--- config.mk ---
export PLATFORM = sky130hd
export DESIGN_NAME = fetch_controller
export DESIGN_NICKNAME = d
export VERILOG_FILES = /design/src/rtl/fetch_ctrl_pkg.sv /design/src/rtl/fetch_controller_sat_counter.sv /design/src/rtl/fetch_controller.sv
export SDC_FILE = /design/constraint.sdc
export NUM_CORES = 1
export LEC_CHECK = 0
export ABC_AREA = 1
export BUFFER_PORTS_ARGS = -buffer_cell sky130_fd_sc_hd__clkbuf_2
export CORE_ASPECT_RATIO = 2
export CORE_MARGIN = 1.5
export CORE_UTILIZATION = 57
export CTS_BUF_LIST = sky130_fd_sc_hd__clkbuf_8
export CTS_CLUSTER_SIZE = 40
export DETAILED_ROUTE_END_ITERATION = 16
export GPL_TIMING_DRIVEN = 0
export PLACE_DENSITY_LB_ADDON = 0.12
export SYNTH_ARGS = -nofsm -noshare
export SYNTH_HDL_FRONTEND = slang
export SYNTH_SLANG_ARGS = --single-unit
--- constraint.sdc ---
create_clock -name clk -period 8.9 [get_ports clk]
set_input_delay 2.225 -clock clk [delete_from_list [all_inputs] [get_ports clk]]
set_output_delay 2.225 -clock clk [all_outputs]
set_load 0.05 [all_outputs]
--- src/rtl/fetch_ctrl_pkg.sv ---
// Shared definitions for the fetch sequencing controller:
// state encodings, default counter width and the IF/ID NOP.
package fetch_ctrl_pkg;

    typedef enum logic [1:0] {
        ST_RUN      = 2'd0,
        ST_REDIRECT = 2'd1,
        ST_HALT     = 2'd2
    } fetch_state_e;

    localparam int CNT_W_DEF = 16;

    localparam logic [31:0] NOP_INSTR = 32'h0000_0000;

endpackage

--- src/rtl/fetch_controller_sat_counter.sv ---
// Saturating up-counter with synchronous clear.
// Ports: clk, reset (async, high), increment, clear, value.
module sat_counter #(
    parameter int               WIDTH   = 16,
    parameter logic [WIDTH-1:0] MAX_VAL = '1
) (
    input  logic             clk,
    input  logic             reset,
    input  logic             increment,
    input  logic             clear,
    output logic [WIDTH-1:0] value
);

    logic [WIDTH-1:0] r_value;

    always_ff @(posedge clk or posedge reset) begin
        if (reset) begin
            r_value <= '0;
        end else if (clear) begin
            r_value <= '0;
        end else if (increment && (r_value != MAX_VAL)) begin
            r_value <= r_value + 1'b1;
        end
    end

    assign value = r_value;

endmodule

--- src/rtl/fetch_controller.sv ---
// Fetch sequencing controller: PC enable/mux, IF/ID
// write/flush, redirect target latch, stall watchdog and
// saturating redirect/stall statistics.
// Ports: clk, reset; in branchTaken, branchTarget,
// hazardStall, haltDetected, resume; out pcWrite, muxSel,
// targetOut, ifIdWrite, ifIdFlush, state, redirectCount,
// stallCount, stallError.
module fetch_controller
    import fetch_ctrl_pkg::*;
#(
    parameter int STALL_LIMIT = 8,
    parameter int CNT_W       = CNT_W_DEF
) (
    input  logic             clk,
    input  logic             reset,
    input  logic             branchTaken,
    input  logic [31:0]      branchTarget,
    input  logic             hazardStall,
    input  logic             haltDetected,
    input  logic             resume,
    output logic             pcWrite,
    output logic             muxSel,
    output logic [31:0]      targetOut,
    output logic             ifIdWrite,
    output logic             ifIdFlush,
    output logic [1:0]       state,
    output logic [CNT_W-1:0] redirectCount,
    output logic [CNT_W-1:0] stallCount,
    output logic             stallError
);

    localparam int CW = $clog2(STALL_LIMIT + 1);

    fetch_state_e r_state;
    fetch_state_e w_next;
    logic [31:0]  r_target;
    logic         r_err;
    logic         w_redirect;
    logic         w_stall;
    logic         w_in_run;
    logic [CW-1:0] w_consec;

    // Illegal encoding 2'd3 drives RUN outputs but takes no
    // RUN side effects; it simply falls back to RUN.
    always_comb begin
        pcWrite    = 1'b0;
        muxSel     = 1'b0;
        ifIdWrite  = 1'b0;
        ifIdFlush  = 1'b0;
        w_redirect = 1'b0;
        w_stall    = 1'b0;
        w_in_run   = 1'b0;
        w_next     = ST_RUN;
        unique case (1'b1)
            (r_state == ST_REDIRECT): begin
                muxSel    = 1'b1;
                pcWrite   = 1'b1;
                ifIdWrite = 1'b1;
                ifIdFlush = 1'b1;
            end
            (r_state == ST_HALT): begin
                w_next = resume ? ST_RUN : ST_HALT;
            end
            default: begin
                w_in_run = (r_state == ST_RUN);
                if (branchTaken) begin
                    ifIdWrite  = 1'b1;
                    ifIdFlush  = 1'b1;
                    w_redirect = w_in_run;
                    if (w_in_run) w_next = ST_REDIRECT;
                end else if (hazardStall) begin
                    w_stall = w_in_run;
                end else begin
                    pcWrite   = 1'b1;
                    ifIdWrite = 1'b1;
                    if (haltDetected && w_in_run) w_next = ST_HALT;
                end
            end
        endcase
        // Enables are held low for the whole reset window.
        if (reset) begin
            pcWrite   = 1'b0;
            muxSel    = 1'b0;
            ifIdWrite = 1'b0;
            ifIdFlush = 1'b0;
        end
    end

    always_ff @(posedge clk or posedge reset) begin
        if (reset) begin
            r_state  <= ST_RUN;
            r_target <= '0;
            r_err    <= 1'b0;
        end else begin
            r_state <= w_next;
            if (w_redirect) r_target <= branchTarget;
            // Set on the edge where the run length reaches the limit.
            if (w_stall && (w_consec >= CW'(STALL_LIMIT - 1)))
                r_err <= 1'b1;
        end
    end

    sat_counter #(
        .WIDTH   (CNT_W),
        .MAX_VAL ({CNT_W{1'b1}})
    ) u_redirect_cnt (
        .clk       (clk),
        .reset     (reset),
        .increment (w_redirect),
        .clear     (1'b0),
        .value     (redirectCount)
    );

    sat_counter #(
        .WIDTH   (CNT_W),
        .MAX_VAL ({CNT_W{1'b1}})
    ) u_stall_cnt (
        .clk       (clk),
        .reset     (reset),
        .increment (w_stall),
        .clear     (1'b0),
        .value     (stallCount)
    );

    sat_counter #(
        .WIDTH   (CW),
        .MAX_VAL (CW'(STALL_LIMIT))
    ) u_consec_cnt (
        .clk       (clk),
        .reset     (reset),
        .increment (w_stall),
        .clear     (w_in_run && !w_stall),
        .value     (w_consec)
    );

    assign targetOut  = r_target;
    assign stallError = r_err;
    assign state      = r_state;

endmodule

==> results.yml <==
run_status:
  status: "finished clean"
sta:
  rsz0062_at_grt: "false"
  setup_viol: 0
  timing.hold.ws_ps: 478
  slew_viol_final: 0
  fin_worst_skew_ps: 4.99
  final.period_utilization_pct: 67.9
  tightest_slew_ps: 877
  max_freq_ghz: 0.165
  slew_headroom_pct: 41.5
  hold_viol: 0
  fin_tns_setup_ps: 0
  fin_crit_ps: 6040
finish:
  area_growth_pct: 23.7
  final_area_sq_um: 4480
  diodes: 0
  nets: 629
  drive_above_1_share_pct: 27.0
  nFillCells: 501
clocking:
  cts-htree-levels: 3
  cts-resized-gates: 0
  cts_tree: "done"
  clockRootBuffer: "clkbuf_8"
  cts_buffers: 9
  postCtsSetupRepairBufs: 0
  clockBufferDepth: 2
  clk_pin_slew_ps: 70
  cts_hold_buf: 0
  worst_skew_pair.late_latency_ps: 350
  cts.sinks: 71
yosys:
  synth_top_family_by_area: "simple AND/OR/NAND/NOR gates"
  synth-seq-cells: 71
  syn-cell-area_sq_um: 3620
  synth_seq_area_share_pct: 49.1
  synthAdderAreaFrac_pct: 2.77
  synth_top_cell_area_share_pct: 49.1
  synth-compound-area-share_pct: 3.21
  synth-xor-area-share_pct: 1.69
  yosys-top-cells-area: "dfrtp_1, nand2_1, inv_1, nor2_1, ha_1"
  synth.area.mux_share_pct: 0
  yosysWarnings: 0
  avgSynthCellArea_sq_um: 7.80
  synth_top_area_cell: "dfrtp_1"
  syn_inst: 464
  synth_fp_nets: 510
  synth.distinct_cells: 28
  yosys.area_share.simple_pct: 36.8
power_and_ir_drop:
  power.density_nw_per_um2: 323
  peakVddDrop_uv: 262
  p_leak_nw: 2.43
drt:
  drtIter0Drc: 195
  firstDrtPassIters: 4
  wl_mm: 8.36
  drc: 0
  vias_per_cell: 5.00
  vias: 3357
  ant_nets: 0
  post_drt_wl_per_cell_microns: 12.4
global_route:
  grt_usage_pct: 27.2
  grt_pass1_vias: 3387
  grt_pass1_wl_mm: 14.2
  grt-ovfl-total: 0
  grt_max_degree: 73
  antenna_found_initial: 0
critical_path:
  required_ps: 6680
  setup.worst_path.class: "in -> out"
  crit_path_start_kind: "input port"
  crit_path_max_fanout: 72
  cp-end-kind: "primary output"
  worst_ep_arrival_time_ps: 3820
die:
  initial_utilization_pct: 59.8
  dieHeight_microns: 116
  std_cell_rows: 40
  die-area_sq_um: 6870
  fp.dieW_microns: 59.4
  io_pins: 109
  core-area_sq_um: 6060
placement:
  gp_congestion: 0.834
  dp_hpwl_mm: 6.39
  place_area_sq_um: 4270
  numPortBuffers: 108
run:
  maxCapViolCount: 0
hold_path:
  hold_class: "reg -> reg"
per-layer routing:
metal  part of all wire (%)  vias up  routed length [microns]  GRT usage, %
met5                      0        -                        0             0
met4                    1.9        0                      161          11.8
met3                    3.7       15                      311          6.58
met2                     58       86                     4850          51.9
met1                     36     1578                     3040          26.1
li1                       -     1678                        -             -
synth_stat cells:
master	count
xor2_1	3
nand2_4	1
nand4_1	16
clkinv_2	1
o21bai_1	1
buf_2	3
clkbuf_1	3
nand2_1	210
o21ai_2	3
nor2_4	5
nand3_1	18
nand3b_1	7
dfrtp_1	71
nor2_2	6
inv_2	4
ha_1	8
o21ai_1	2
clkinv_4	1
nand3_4	2
and2_1	1
a21oi_1	2
buf_6	2
o21ai_0	11
xnor2_1	4
inv_1	41
nand2_2	7
a21o_1	1
nor2_1	30
where the power goes:
| part | internal, W | switching, W | leakage, nW |
|---|---|---|---|
| Sequential | 0.000419 | 0.0000773 | 0.926 |
| Combinational | 0.000148 | 0.000534 | 1.39 |
| Clock | 0.000150 | 0.000116 | 0.114 |
| Total | 0.000718 | 0.000727 | 2.43 |
cells by family after synthesis:
| logic type | Yosys count |
|---|---|
| fa+ha+maj | 8 |
| flops | 71 |
| compound gates | 20 |
| xor+xnor | 7 |
| simple gates | 303 |
| buf+inv | 55 |
state kept, by name (all words and copies together), names as in the netlist:
register,cells
targetOut,32
u_redirect_cnt.value,16
u_stall_cnt.value,16
u_consec_cnt.value,4
state,2
stallError,1
placed cells by master (no fill, tap or decap), types with 2 or more instances in the layout:
cell type	count
nand4_1	16
nor2_2	6
o21ai_0	11
dfrtp_1	71
o21ai_2	3
nand3b_1	7
o21ai_1	2
nor2_4	5
xor2_1	3
inv_2	4
clkinv_2	3
xnor2_1	4
clkbuf_2	108
inv_1	41
nor2_1	30
buf_6	2
nand3_1	18
nand2_1	210
nand3_4	2
ha_1	8
clkbuf_8	12
buf_2	3
nand2_2	7
clkbuf_1	3
a21oi_1	2
critical path: stages:
cell,delay (ps)
clkbuf_2,110
inv_4,590
o21ai_0,320
a21o_1,230
inv_1,50
clkbuf_2,260
through the flow:
| step | total power, W | std cells | worst slack, ps | utilization, % |
|---|---|---|---|---|
| after CTS | 0.00146 | 672 | 2780 | 73.9 |
| after detailed placement | 0.00118 | 656 | 2770 | 70.5 |
| final | 0.00144 | 672 | 2860 | 73.9 |
| after global placement | 0.00117 | 656 | 1160 | 70.4 |
| after floorplan | 0.00101 | 464 | 1760 | - |
| after global routing | 0.00153 | 672 | 2540 | 73.9 |
worst paths after layout:
check / to / start / slack (ps) / cells after the start
worst max register to register: u_stall_cnt.value[14] / state[0] / 6960 / 10
min in group asynchronous: u_stall_cnt.value[0] / reset / 2030 / 2
worst min register to register: stallError / stallError / 480 / 1
max in group asynchronous: u_stall_cnt.value[5] / reset / 6260 / 2
worst min-delay path: stallError / stallError / 480 / 1
worst max-delay path: ifIdWrite / reset / 2860 / 6
layout make-up:
class | count | area (sq um) | area share [%]
well taps | 84 | 105 | 2.35
clock inverters | 4 | 43.8 | 0.978
multi-input cells | 338 | 1610 | 36.0
clock buffers | 12 | 165 | 3.69
flip-flops and latches | 71 | 1780 | 39.7
repair buffers | 108 | 541 | 12.1
inverters | 47 | 185 | 4.14
plain buffers | 8 | 48.8 | 1.09
(Power assumes the default switching activity.)
